### src/rtl/fir_out_decim.sv
// fir_out_decim: output stage of the FIR filter.
// Integrates DECIM signed 18-bit samples, then rounds, scales and saturates
// each sum to a signed 8-bit word. Each word is pushed into a small FIFO.
// The filter cannot be stalled, so a word that finds the FIFO full is dropped
// and the sticky overflow flag is set.
module fir_out_decim #(
  parameter int DECIM = 4,   // samples per output word, 1..16
  parameter int SHIFT = 2,   // arithmetic right shift of the sum, 0..21
  parameter int DEPTH = 4    // FIFO depth, power of two, 2..16
) (
  input  logic                           clk,
  input  logic                           rst_n,
  input  logic                           in_valid,
  input  logic signed [17:0]             in_data,
  output logic                           out_valid,
  input  logic                           out_ready,
  output logic signed [7:0]              out_data,
  output logic [$clog2(DEPTH+1)-1:0]     level,
  output logic                           overflow
);

  localparam int AW = 22;                  // 18-bit samples plus 4 growth bits
  localparam int CW = 5;                   // holds 0..15 for any legal DECIM
  localparam int PW = $clog2(DEPTH);
  localparam int LW = $clog2(DEPTH+1);

  localparam logic [CW-1:0]        CNT_LAST = CW'(DECIM-1);
  localparam logic [LW-1:0]        LVL_FULL = LW'(DEPTH);
  // One extra bit keeps the rounding add from wrapping at the extreme sum.
  localparam logic signed [AW:0]   RND      = (SHIFT > 0) ?
                                              (23'sd1 <<< ((SHIFT > 0) ? SHIFT-1 : 0)) : 23'sd0;
  localparam logic signed [AW:0]   SAT_HI   = 23'sd127;
  localparam logic signed [AW:0]   SAT_LO   = -23'sd128;

  // accumulator / dump path
  logic [CW-1:0]          cnt;
  logic signed [AW-1:0]   acc;
  logic signed [AW-1:0]   in_ext;
  logic signed [AW-1:0]   sum;
  logic signed [AW:0]     rnd_sum;
  logic signed [AW:0]     shifted;
  logic signed [7:0]      sat;
  logic signed [7:0]      res_q;
  logic                   res_vld;
  logic                   last;

  // FIFO
  logic [7:0]             mem [DEPTH];
  logic [PW-1:0]          wr_ptr;
  logic [PW-1:0]          rd_ptr;
  logic [LW-1:0]          lvl_q;
  logic                   full;
  logic                   push;
  logic                   pop;

  // Running sum including the current sample; count 0 restarts the group,
  // which also covers DECIM=1 where every sample is both first and last.
  always_comb begin
    in_ext  = {{(AW-18){in_data[17]}}, in_data};
    sum     = in_ext;
    if (cnt != '0) sum = acc + in_ext;
    last    = in_valid && (cnt == CNT_LAST);
    rnd_sum = {sum[AW-1], sum} + RND;
    shifted = rnd_sum >>> SHIFT;
    sat     = shifted[7:0];
    if (shifted > SAT_HI)      sat = 8'sd127;
    else if (shifted < SAT_LO) sat = -8'sd128;
  end

  // Sample counter, accumulator and the registered dump result.
  always_ff @(posedge clk or negedge rst_n) begin
    if (!rst_n) begin
      cnt     <= '0;
      acc     <= '0;
      res_q   <= '0;
      res_vld <= 1'b0;
    end else begin
      res_vld <= last;
      if (in_valid) begin
        acc <= sum;
        if (cnt == CNT_LAST) cnt <= '0;
        else                 cnt <= cnt + 1'b1;
      end
      if (last) res_q <= sat;
    end
  end

  // A push into a full FIFO is still taken if the head leaves the same cycle.
  always_comb begin
    full = (lvl_q == LVL_FULL);
    pop  = (lvl_q != '0) && out_ready;
    push = res_vld && (!full || pop);
  end

  // Storage has no reset; the empty gate on out_data hides stale entries.
  always_ff @(posedge clk) begin
    if (push) mem[wr_ptr] <= res_q;
  end

  // Pointers, occupancy and the sticky drop flag.
  always_ff @(posedge clk or negedge rst_n) begin
    if (!rst_n) begin
      wr_ptr   <= '0;
      rd_ptr   <= '0;
      lvl_q    <= '0;
      overflow <= 1'b0;
    end else begin
      if (push) wr_ptr <= wr_ptr + 1'b1;
      if (pop)  rd_ptr <= rd_ptr + 1'b1;
      case ({push, pop})
        2'b10:   lvl_q <= lvl_q + 1'b1;
        2'b01:   lvl_q <= lvl_q - 1'b1;
        default: lvl_q <= lvl_q;
      endcase
      if (res_vld && !push) overflow <= 1'b1;
    end
  end

  // Head word presented combinationally, forced to 0 when empty.
  always_comb begin
    out_valid = (lvl_q != '0);
    out_data  = out_valid ? $signed(mem[rd_ptr]) : 8'sd0;
    level     = lvl_q;
  end

endmodule

### config.mk
export PLATFORM = sky130hd
export DESIGN_NAME = fir_out_decim
export DESIGN_NICKNAME = d
export VERILOG_FILES = /design/src/rtl/fir_out_decim.sv
export SDC_FILE = /design/constraint.sdc
export NUM_CORES = 1
export LEC_CHECK = 0
export ABC_AREA = 1
export CORE_MARGIN = 2
export CORE_UTILIZATION = 35
export CTS_BUF_LIST = sky130_fd_sc_hd__clkbuf_16
export CTS_CLUSTER_SIZE = 30
export DETAILED_ROUTE_END_ITERATION = 6
export GPL_TIMING_DRIVEN = 0
export PLACE_DENSITY = 0.55
export SYNTH_ARGS = -nofsm -noshare
export SYNTH_HDL_FRONTEND = slang
export SYNTH_SLANG_ARGS = --single-unit
### constraint.sdc
create_clock -name clk -period 3.75 [get_ports clk]
set_clock_uncertainty 0.2 [all_clocks]
set_input_delay 0.9375 -clock clk [delete_from_list [all_inputs] [get_ports clk]]
set_output_delay 0.9375 -clock clk [all_outputs]
set_load 0.01 [all_outputs]
== Word-level counts from Yosys, hierarchy flattened ==
Memory sizes are Yosys's and may differ from the RTL's.
Cells that the tools add are included.

* Add/sub/neg operators: 7
* Multipliers: 0
* Div/mod/pow operators: 0
* Magnitude comparators: 2
* Equal/unequal tests: 4
* Shift operators: 0
* Mux-type cells: 8
* Bitwise logic cells: 0
* Reductions and logical operators: 10

{| class="wikitable"
|+ Operators with widths
! kind !! count
|-
| $mux W8 || 3
|-
| $add A22 B3 Y23 const B || 1
|-
| $add A22 B18 Y22 || 1
|-
| $mux W22 || 1
|-
| $gt A21 B8 Y1 const B || 1
|-
| $lt A21 B8 Y1 const B || 1
|-
| $pmux W3 S2 || 1
|-
| $add A5 B1 Y5 const B || 1
|-
| $eq A5 B2 Y1 const B || 1
|-
| $mux W5 || 1
|-
| $reduce_bool A5 Y1 || 1
|-
| $add A2 B1 Y2 const B || 2
|-
| $logic_and A1 B1 Y1 || 4
|-
| $add A3 B1 Y3 const B || 1
|-
| $eq A3 B3 Y1 const B || 1
|-
| $reduce_bool A3 Y1 || 1
|-
| $sub A3 B1 Y3 const B || 1
|-
| $eq A2 B1 Y1 const B || 1
|-
| $eq A2 B2 Y1 const B || 1
|-
| $logic_not A1 Y1 || 2
|-
| $mux W1 || 2
|-
| $reduce_bool A2 Y1 || 1
|-
| $logic_or A1 B1 Y1 || 1
|}

* Flip-flop bits (word level): 44
* Latch bits: 0
* Bits in writable memories: 32
* Memory bits (read-only): 0
* Input bits: 22
* Output and inout port bits: 13
* Word-level logic and storage cells: 40
* Memories kept: 1

{| class="wikitable"
|+ Memory list
! memory !! words !! width !! rd ports !! clocked after memory_dff !! wr ports !! line !! source
|-
| mem || 4 || 8 || 1 || 0 || 1 || 48 || <nowiki>logic [7:0] mem [DEPTH];</nowiki>
|}

== Logic depth before layout (Yosys ltp) ==
Gate-level depths: netlist of run 1.

* Word-level depth: 6
* Depth in mapped cells: 27
* Gate-level depth less buffers: 26

== Least setup slack after synthesis of run 1 ==
OpenSTA, ideal clock, no wires.

* Kind: input port to flip-flop
* From: in in_data[0]
* To: reg res_q[0]
* Setup time: 118 ps
* Arrival time: 3491 ps
* Required time: 3432 ps
* Path slack: -59 ps
* Cell stages on the path: 20
* Cell sequence: ha_1 > fa_1 > nand2_1 > nand2_1 > nand2_4 > nand2_4 > inv_1 > ha_1 > inv_1 > nor3_4 > nand3_2 > nor3_2 > xor2_1 > nand2_1 > nor2_1 > nand3_1 > nand2_2 > nand2_1 > nand2_1 > nand2_1

* Cells in the longest elaborated chain, start to end: 6

{| class="wikitable"
|+ RTL lines
! what !! line !! source
|-
| start: declaration || 14 || <nowiki>input logic signed [17:0] in_data,</nowiki>
|-
| $add A22 B18 Y22 * || 61 || <nowiki>if (cnt != '0) sum = acc + in_ext;</nowiki>
|-
| $mux W22 * || 61 ||
|-
| net sum[2] || 39 || <nowiki>logic signed [AW-1:0] sum;</nowiki>
|-
| $add A22 B3 Y23 * || 63 || <nowiki>rnd_sum = {sum[AW-1], sum} + RND;</nowiki>
|-
| $lt A21 B8 Y1 || 67 || <nowiki>else if (shifted < SAT_LO) sat = -8'sd128;</nowiki>
|-
| $mux W8 || 67 ||
|-
| $mux W8 * || 66 || <nowiki>if (shifted > SAT_HI) sat = 8'sd127;</nowiki>
|-
| end signal: assignment || 84 || <nowiki>if (last) res_q <= sat;</nowiki>
|-
| end: declaration || 43 || <nowiki>logic signed [7:0] res_q;</nowiki>
|}

Mark *: on every way through the listed nets, which the timed path passes. The rest lies on a longest branch.
A chain may end at the register's enable or synchronous reset.

== Final worst setup path of run 1 ==
* From: in in_data[9]
* To: reg res_q[5]

* Cells in the longest elaborated chain, start to end: 6

{| class="wikitable"
|+ RTL lines
! what !! line
|-
| $add A22 B18 Y22 || 61
|-
| $mux W22 * || 61
|-
| $add A22 B3 Y23 * || 63
|-
| $lt A21 B8 Y1 || 67
|-
| $mux W8 || 67
|-
| $mux W8 * || 66
|}

Mark *: on every way between the ends. The rest lies on a longest branch, timed or not.

==> run_results.csv, run 1 <==
group,metric,value,unit
outcome,outcome,"finished, final reports clean",
timing,layout_setup_ws,0.160,ns
power,peakVddDrop,396,uV
finish,finalNonFillerCells,1141,
synthesis,synth_seq_area_share,0.356,
timing,clock.fmax,279,MHz
global_routing,grt.total_usage,0.187,
drt,drt-total-wl,15900,um
synthesis,synth_area_per_cell,6.91,um2
critical_path,worstPathCellList,"dlygate4sd2_1 > ha_4 > nand2_2 > inv_2 > nand2_1 > nand2_1 > inv_1 > nand3_1 > nand2_1 > nand3_2 > nand2_4 > nor2_4 > inv_1 > nor2_2 > nand3_2 > clkinv_1 > nand3b_1 > a21oi_2 > nand3_1 > nand2_4 > nand2_1 > nand2_1 > nand2_1",
synthesis,ys.flop_type,"dfrtp_1",
placement,io_buffer_count,33,
global_routing,grt_pass1_vias,5157,
synthesis,yosys-top-cells-count,"nand2_1, inv_1, nor2_1, nand3_1, dfrtp_1",
placement,dp_cells,1092,
hold_path,hold_path.class,"flip-flop to flip-flop",
synthesis,yosys_warnings,0,
finish,syn2layout_area_growth,32.4,%
critical_path,end_kind,"flip-flop",
run,drv_cap,0,
synthesis,syn_inst,838,
finish,antenna_cells,0,
power,leakagePower,3.63,nW
synthesis,synth_largest_area_cell,"dfrtp_1",
timing,setup_violations,0,
cts,clock_sinks,76,
critical_path,cp-start-kind,"input pin",
floorplan,rows,47,
drt,drt_iter0_drc,328,
cts,cts_root_buffer,"clkbuf_16",
global_routing,grt_pass1_wl,26100,um
critical_path,slowest_stage,"ha_4",
critical_path,setup.worst_path.class,"input pin to flip-flop",
synthesis,async_reset_ff_frac,0.579,
drt,vias_per_cell,4.81,
global_routing,grt_max_degree,29,
finish,drive_gt1_frac,0.258,
cts,clk_path_buf_depth,2,
timing,maxSlewViolCount,0,
finish,utilization,0.467,
critical_path,crit_required,3.79,ns
timing,period_share,0.957,
synthesis,netlist_area,5790,um2
synthesis,synth_cell_types,38,
timing,tightestPinTransition,0.812,ns
cts,cts_buffers,9,
synthesis,synth_edf_count,32,
cts,cts_tree,"yes",
global_routing,antenna_found_initial,0,
drt,avgRoutedWirePerCell,13.9,um
floorplan,start_util,0.353,
critical_path,crit_fanout,7,
drt,ant_nets,0,
placement,dpl_cell_area,6420,um2
finish,nFillCells,1637,
floorplan,die_h,133,um
critical_path,max_stage_delay,0.33,ns
finish,design_area,7670,um2
floorplan,io_pins,35,
finish,fin_nets,968,
timing,min_period,3.59,ns
power,p_per_area,971,nW/um2
critical_path,arrival,3.62,ns
cts,clk_latency,0.35,ns
cts,clk_pin_slew,0.06,ns
placement,pre_cts_ws,-0.928,ns
critical_path,crit_path_frequent_cell,"nand2_1",
synthesis,yosys-top-cells-area,"dfrtp_1, edfxtp_1, nand2_1, inv_1, ha_1",
floorplan,die_area,17600,um2
drt,drt_first_pass_iters,7,
synthesis,ys_ff_latch,76,
timing,tns,0,ns
drt,drc,0,
timing,slew_headroom,0.457,
timing,rsz0062_at_grt,"yes",
global_routing,gr-total-overflow,0,
placement,gp_congestion,0.855,
placement,dpl.hpwl,11600,um
drt,vias,5491,
floorplan,core,16400,um2
synthesis,syn_nets,890,
cts,htreeDepth,3,
synthesis,yosys.cell_count.top_type,"nand2_1",
timing,report.final.hold_viol_count,0,
synthesis,yosysTopAreaCellShare,0.190,
floorplan,die_w,133,um
-- stage by stage --
stage               power (mW)  hold WS, ns
floorplan                 4.23        0.257
global placement          5.30        0.258
detailed placement        5.31        0.258
CTS                       6.77        0.273
global route              8.15        0.280
finish                    7.45        0.266
-- critical path: cells and delay by family --
kind | cells | cell delay [ns]
simple gates | 16 | 1.61
buf+inv | 5 | 0.61
fa+ha+maj | 1 | 0.33
compound gates | 1 | 0.16
-- path summary, 6_finish.rpt --
check / start / endpoint / slack (ns) / cells past startpoint
worst max-delay path: in_data[9] / res_q[5] / 0.16 / 23
worst min-delay path: overflow / overflow / 0.27 / 1
worst max register to register: acc[0] / res_q[5] / 0.44 / 25
worst min register to register: overflow / overflow / 0.27 / 1
max in group asynchronous: rst_n / acc[19] / 2.52 / 2
min in group asynchronous: rst_n / acc[10] / 0.32 / 1
-- area by class of cell --
type	count	area [um2]	area share
repair buffers	70	632	0.0824
clock inverters	7	57.6	0.00751
well taps	220	275	0.0359
inverters	132	509	0.0664
plain buffers	10	52.6	0.00685
flip-flops and latches	76	2060	0.269
clock buffers	9	225	0.0294
multi-input cells	617	3850	0.503
-- metal layers --
metal  share of wire  vias up  routed length [um]  track usage
met5               0        -                   0            0
met4           0.014        0                 218       0.0496
met3           0.038       16                 602       0.0368
met2            0.47      102                7430        0.308
met1            0.48     2555                7640        0.251
li1                -     2818                   -            -
-- state kept, by name, indices dropped and copies added (netlist names) --
register,cells
level,3
rd_ptr,2
wr_ptr,2
acc,22
overflow,1
mem,32
res_q,8
res_vld,1
cnt,5
-- where the power goes --
group	internal, mW	switching (mW)	total (mW)	leakage, nW
Combinational	2.04	3.12	5.16	2.67
Clock	0.459	0.399	0.858	0.135
Sequential	1.16	0.274	1.43	0.828
Total	3.66	3.79	7.45	3.63
-- cells by family (layout without fill, tap and decap cells) --
| logic type | Yosys count | in the layout | share of synthesized area |
|---|---|---|---|
| fa+ha+maj | 30 | 30 | 0.0674 |
| mux | 1 | 1 | 0.00194 |
| simple gates | 496 | 496 | 0.389 |
| compound gates | 76 | 76 | 0.0683 |
| xor+xnor | 14 | 14 | 0.0212 |
| flops | 76 | 76 | 0.356 |
| buf+inv | 145 | 228 | 0.0963 |
-- timing repair --
action / in CTS / in global routing
pin swaps: 22 / 61
endpoints found under the setup margin: 10 / 15
hold buffers: 0 / 0
resized for setup: 78 / 106
setup buffers: 17 / 19
-- layout by cell type (no fill, tap or decap), types with 4 or more instances in the layout --
| cell type | count |
|---|---|
| o21ai_0 | 43 |
| nor3_1 | 5 |
| dlygate4sd2_1 | 7 |
| edfxtp_1 | 32 |
| dlymetal6s2s_1 | 7 |
| a21oi_1 | 21 |
| nand2_1 | 221 |
| inv_4 | 4 |
| clkdlybuf4s50_1 | 14 |
| inv_1 | 113 |
| nand4_1 | 20 |
| or2_2 | 12 |
| clkbuf_16 | 9 |
| xor2_1 | 11 |
| buf_4 | 35 |
| clkbuf_1 | 5 |
| nand3_2 | 21 |
| inv_2 | 11 |
| ha_1 | 9 |
| nand2_4 | 25 |
| a21oi_2 | 7 |
| nand3b_1 | 5 |
| nor2_4 | 16 |
| dfrtp_1 | 44 |
| nor2_1 | 67 |
| nand2_2 | 25 |
| nor2_2 | 23 |
| ha_4 | 19 |
| nand3_1 | 46 |
No activity file was read; power rests on OpenSTA's default activity.
==> run 2, diff against run 1 <==
--- a/config.mk
+++ b/config.mk
@@ -6,6 +6,7 @@
 export NUM_CORES = 1
 export LEC_CHECK = 0
 export ABC_AREA = 1
+export CAP_MARGIN = 10
 export CORE_MARGIN = 2
 export CORE_UTILIZATION = 35
 export CTS_BUF_LIST = sky130_fd_sc_hd__clkbuf_16
@@ -13,6 +14,8 @@
 export DETAILED_ROUTE_END_ITERATION = 6
 export GPL_TIMING_DRIVEN = 0
 export PLACE_DENSITY = 0.55
+export SETUP_SLACK_MARGIN = 0.3
+export SLEW_MARGIN = 20
 export SYNTH_ARGS = -nofsm -noshare
 export SYNTH_HDL_FRONTEND = slang
 export SYNTH_SLANG_ARGS = --single-unit
==> run 2 against run 1 <==
Compared with the run above: cell count increased by 1.8%; sequential power is essentially flat; die area unchanged; flip-flop and latch count unchanged; setup slack improved by 0.077 ns; global-route usage grew 0.19 points; largest power group unchanged; critical endpoint is now res_q[6]; fmax grew 2.2%; clock-buffer cell count stayed put; utilization rose by 1.7 points; cell area up 3.6%; combinational power rose by 9.3%; clock power barely moved.
==> run_results.csv, run 2 (synthesized netlist as in run 1, its figures left out) <==
group,metric,value,unit
power,internal_power,3.92,mW
timing,report.final.hold_viol_count,0,
drt,avgRoutedWirePerCell,14.1,um
power,leakagePower,3.72,nW
cts,clk_pin_slew,0.06,ns
drt,drt_first_pass_iters,5,
timing,layout_setup_ws,0.238,ns
placement,dp_cells,1091,
finish,antenna_cells,0,
critical_path,crit_required,3.79,ns
finish,fin_nets,989,
finish,design_area,7940,um2
timing,rsz0062_at_grt,"yes",
critical_path,crit_fanout,7,
placement,pre_cts_ws,-0.845,ns
cts,clk_path_buf_depth,2,
cts,htreeDepth,3,
finish,largestRegisters,"mem: 32 flops, acc: 22 flops, res_q: 8 flops",
timing,maxSlewViolCount,0,
power,peakVddDrop,388,uV
timing,clock.fmax,285,MHz
timing,min_period,3.51,ns
finish,largest_register_ffs,32,
timing,period_share,0.937,
drt,drt-total-wl,16300,um
critical_path,cp-start-kind,"input pin",
timing,slew_headroom,0.447,
placement,io_buffer_count,33,
cts,clk_latency,0.35,ns
drt,vias,5546,
placement,dpl.hpwl,11400,um
power,seqPwrFrac,0.177,
power,combPwrFrac,0.714,
power,p_sw_frac,0.504,
finish,layout_commonest_cell,"nand2_1",
drt,wl_met2,7930,um
hold_path,hold_path.class,"flip-flop to flip-flop",
global_routing,grt_pass1_vias,5360,
critical_path,cp.buffers_inverters,2,
floorplan,rows,47,
drt,drt_iter0_drc,316,
drt,routed.top_layer,"met4",
outcome,outcome,"finished, final reports clean",
run,drv_cap,0,
cts,cts_root_buffer,"clkbuf_16",
finish,syn2layout_area_growth,37.1,%
placement,dpl_cell_area,6430,um2
power,p_sw,3.98,mW
drt,vias_per_cell,4.77,
critical_path,crit_path_frequent_cell,"nand2_1",
floorplan,die_w,133,um
power,p_per_area,994,nW/um2
critical_path,end_kind,"flip-flop",
global_routing,grt.total_usage,0.189,
critical_path,setup.worst_path.class,"input pin to flip-flop",
floorplan,die_area,17600,um2
drt,ant_nets,0,
finish,regMostFlops,"mem",
drt,dr_wl_met3,372,um
critical_path,reg2regPathDepth,22,
floorplan,io_pins,35,
timing,setup_violations,0,
critical_path,arrival,3.55,ns
critical_path,max_stage_delay,0.38,ns
finish,utilization,0.484,
cts,cts-hold-fix-buffers,0,
global_routing,gr-total-overflow,0,
floorplan,core,16400,um2
global_routing,antenna_found_initial,0,
floorplan,start_util,0.353,
global_routing,grt_max_degree,45,
cts,clock_sinks,76,
critical_path,slowest_stage,"fa_2",
finish,drive_gt1_frac,0.313,
timing,tightestPinTransition,0.826,ns
drt,drc,0,
power,pwr-share-clk,0.109,
critical_path,cp_top_family,"simple AND/OR/NAND/NOR gates",
drt,wl_met1,7810,um
floorplan,die_h,133,um
hold_path,hold_path_depth,1,
placement,gp_congestion,0.883,
global_routing,grt_pass1_wl,26500,um
cts,cts_buffers,9,
finish,final_cell_mix,"nand2_1, inv_1, nor2_1",
cts,cts_tree,"yes",
finish,finalNonFillerCells,1162,
critical_path,cp.depth,26,
run 2: changes by cell type in the layout (fill, tap and decap cells not counted), moves of 9 or more:
cell / change
buf_4: +19
nand2_2: +15
nand2_1: -20
inv_2: +9
run 2: final cells by class:
cell class,instances,area [um2]
Fill cell,1594,8460
Tap cell,220,275
Inverter,132,502
Multi-Input combinational cell,617,4030
Timing Repair Buffer,88,723
Clock buffer,9,225
Clock inverter,7,57.6
Sequential cell,76,2060
Buffer,13,72.6
run 2: what timing repair did:
| action | 4_1_cts | 5_1_grt |
|---|---|---|
| resized for setup | 128 | 116 |
| buffers inserted | 36 | 19 |
| endpoints found under the setup margin | 16 | 15 |
| pin swaps | 59 | 74 |
run 2: metal layers:
metal  global-route usage  vias to the layer above
met4               0.0573                        0
li1                     -                     2856
met1                0.245                     2596
met5                    0                        -
met2                0.323                       76
met3               0.0310                       18
run 2: power by group through the flow:
stage	registers, mW	clock network, mW	logic [mW]
global route	1.43	0.915	6.23
global placement	1.36	0	3.95
CTS	1.39	0.877	4.87
detailed placement	1.36	0	3.97
floorplan	1.32	0	2.95
finish	1.40	0.858	5.64
run 2: path summary, 6_finish.rpt:
check / start / endpoint / slack [ns]
hold reg to reg: overflow / overflow / 0.27
min in group asynchronous: rst_n / rd_ptr[1] / 0.41
max in group asynchronous: rst_n / res_q[1] / 2.53
setup / recovery: in_data[0] / res_q[6] / 0.24
setup reg to reg: cnt[0] / res_q[6] / 0.49
hold / removal: overflow / overflow / 0.27
run 2: metrics by stage:
stage               power, mW  setup TNS [ns]  hold slack [ns]
floorplan                4.27               0            0.257
global placement         5.31           -6.03            0.250
detailed placement       5.33           -6.15            0.262
CTS                      7.14               0            0.277
global route             8.57               0            0.299
finish                   7.89               0            0.267
run 2: worst register-to-register path, cell delays in order, from the launching register on:
cell,delay (ns)
dfrtp_1,0.40
inv_1,0.06
ha_1,0.19
inv_1,0.07
nor2_2,0.05
nand2_2,0.08
buf_2,0.28
buf_2,0.34
nor2_1,0.07
inv_1,0.23
nand2_1,0.18
inv_2,0.11
nand3_1,0.06
nor2_1,0.13
nand3_1,0.08
nand2_1,0.06
nand2_1,0.04
nor2_1,0.08
nand3_1,0.10
nand2_2,0.15
nand2_1,0.08
nand2_1,0.07
nand2_1,0.05
==> run 3, diff against run 2 <==
--- a/config.mk
+++ b/config.mk
@@ -13,9 +13,10 @@
 export CTS_CLUSTER_SIZE = 30
 export DETAILED_ROUTE_END_ITERATION = 6
 export GPL_TIMING_DRIVEN = 0
+export HOLD_SLACK_MARGIN = 0.06
 export PLACE_DENSITY = 0.55
 export SETUP_SLACK_MARGIN = 0.3
-export SLEW_MARGIN = 20
+export SLEW_MARGIN = 10
 export SYNTH_ARGS = -nofsm -noshare
 export SYNTH_HDL_FRONTEND = slang
 export SYNTH_SLANG_ARGS = --single-unit
==> run 3 against run 2 <==
Compared with the run above: combinational power down 4.8%; cell area fell by 1.7%; via count decreased by 1.1%; register-to-register slack barely moved; largest cell class unchanged; largest power group unchanged; highest routed layer unchanged.
==> run_results.csv, run 3 (synthesized netlist as in run 1, its figures left out) <==
group,metric,value,unit
outcome,outcome,"finished, final reports clean",
cts,clock_sinks,76,
finish,layout_commonest_cell,"nand2_1",
power,peakVddDrop,391,uV
critical_path,max_stage_delay,0.31,ns
hold_path,min_to,"overflow",
drt,ant_nets,0,
drt,drt_iter0_drc,310,
power,p_per_area,976,nW/um2
hold_path,hp-start,"overflow",
finish,regMostFlops,"mem",
finish,fin_nets,979,
timing,rsz0062_at_grt,"yes",
global_routing,grt_pass1_wl,26100,um
finish,syn2layout_area_growth,34.8,%
cts,clk_pin_slew,0.06,ns
timing,slew_headroom,0.449,
global_routing,antenna_found_initial,0,
finish,final_cell_mix,"nand2_1, inv_1, nor2_1",
global_routing,gr-total-overflow,0,
drt,vias_per_cell,4.76,
power,total_power,7.62,mW
placement,dpl.hpwl,11700,um
finish,nFillCells,1626,
critical_path,arrival,3.53,ns
drt,drt-total-wl,16000,um
global_routing,grt.total_usage,0.186,
critical_path,r2r_slack,0.48,ns
critical_path,reg2regPathDepth,22,
drt,vias,5484,
floorplan,die_w,133,um
cts,clk_path_buf_depth,2,
critical_path,end_kind,"flip-flop",
finish,largest_register_ffs,32,
cts,cts_root_buffer,"clkbuf_16",
cts,cts-hold-fix-buffers,0,
critical_path,setup.worst_path.class,"input pin to flip-flop",
placement,gp_congestion,0.883,
global_routing,grtUsageMet1,0.238,
floorplan,rows,47,
timing,clock.fmax,286,MHz
cts,clk_latency,0.35,ns
hold_path,hold_path_depth,1,
placement,io_buffer_count,33,
placement,dp_cells,1092,
timing,min_period,3.50,ns
drt,drc,0,
critical_path,crit_path_frequent_cell,"nand2_1",
timing,report.final.hold_viol_count,0,
power,leakagePower,3.65,nW
global_routing,met2_usage,0.317,
cts,cts_buffers,9,
floorplan,io_pins,35,
hold_path,hold_path.class,"flip-flop to flip-flop",
drt,drt_first_pass_iters,4,
cts,cts_tree,"yes",
critical_path,crit_required,3.78,ns
global_routing,grt_pass1_vias,5364,
timing,setup_violations,0,
floorplan,die_h,133,um
critical_path,timing.rr.start,"cnt[0]",
floorplan,start_util,0.353,
critical_path,cp-start-kind,"input pin",
timing,maxSlewViolCount,0,
critical_path,r2r_end,"res_q[3]",
critical_path,slowest_stage,"ha_4",
global_routing,met3_usage,0.0360,
global_routing,grt_max_degree,28,
drt,avgRoutedWirePerCell,13.9,um
critical_path,crit_fanout,7,
finish,largestRegisters,"mem: 32 flops, acc: 22 flops, res_q: 8 flops",
finish,antenna_cells,0,
timing,period_share,0.934,
cts,htreeDepth,3,
run,drv_cap,0,
timing,tightestPinTransition,0.823,ns
floorplan,core,16400,um2
finish,drive_gt1_frac,0.296,
critical_path,worstPathCellList,"dlygate4sd2_1 > ha_4 > nand2_2 > inv_2 > nand2_2 > nor2_4 > nand4_1 > buf_4 > nand4_1 > nand3_2 > nand3_2 > inv_1 > nand3_1 > nor2_1 > buf_4 > nand4_1 > nand2_1 > nor2_1 > nand3_1 > nand2_2 > nand2_1 > nand2_1 > nand2_1",
floorplan,die_area,17600,um2
finish,finalNonFillerCells,1152,
global_routing,busiest_layer,"met2",
-- run 3: changes by cell type in the layout (fill, tap and decap cells not counted), moves of 2 or more --
cell             change
nand3_2              -3
nor2_4               -3
nand3_1              +4
nand2_2              +4
clkbuf_2             -2
clkdlybuf4s15_1      -4
nand2_4              -6
nor2_2               +2
dlygate4sd2_1        +6
buf_4               -11
nand2_1              +2
-- run 3: how the worst max path moves through the flow --
stage | from | end
final | in_data[12] | res_q[3]
after global routing | in_data[12] | res_q[0]
after CTS | in_data[0] | res_q[3]
after detailed placement | in_data[0] | res_q[3]
after global placement | in_data[0] | res_q[1]
after floorplan | in_data[0] | res_q[0]
-- run 3: timing repair --
action | in CTS | in global routing
gates resized for setup | 117 | 97
setup buffers | 28 | 16
endpoints found under the setup margin | 16 | 15
pin swaps | 58 | 56
gates cloned | 0 | 0
endpoints found under the hold margin | 0 | 0
-- run 3: critical path: cells and delay by family --
family	cells	cell delay, ns
buf+inv	5	0.71
fa+ha+maj	1	0.31
simple gates	17	1.56
-- run 3: metrics by stage --
stage	TNS, ns	utilization	instance area [um2]	setup slack [ns]	hold WS, ns
6_report	0	0.476	7810	0.248	0.268
5_1_grt	0	0.476	7810	0.0191	0.299
4_1_cts	0	0.451	7410	0.209	0.277
3_5_place_dp	-6.02	0.393	6450	-0.826	0.262
3_3_place_gp	-6.03	0.392	6430	-0.821	0.250
2_1_floorplan	0	-	5830	0.140	0.257
-- run 3: metal layers --
layer / vias up / wire [um] / part of all wire
li1: 2846 / - / -
met1: 2542 / 7500 / 0.47
met2: 78 / 7690 / 0.48
met3: 18 / 539 / 0.034
met4: 0 / 252 / 0.016
met5: - / 0 / 0
-- run 3: layout make-up --
| class | count | area (um2) | share of cell area |
|---|---|---|---|
| Multi-Input combinational cell | 617 | 3950 | 0.505 |
| Inverter | 132 | 499 | 0.0640 |
| Sequential cell | 76 | 2060 | 0.264 |
| Clock inverter | 7 | 57.6 | 0.00737 |
| Buffer | 13 | 72.6 | 0.00930 |
| Clock buffer | 9 | 225 | 0.0289 |
| Timing Repair Buffer | 78 | 669 | 0.0858 |
| Tap cell | 220 | 275 | 0.0353 |
-- run 3: power breakdown --
group / switching, mW / internal, mW
clock: 0.396 / 0.459
sequential: 0.239 / 1.16
combinational: 3.21 / 2.15
total: 3.85 / 3.77
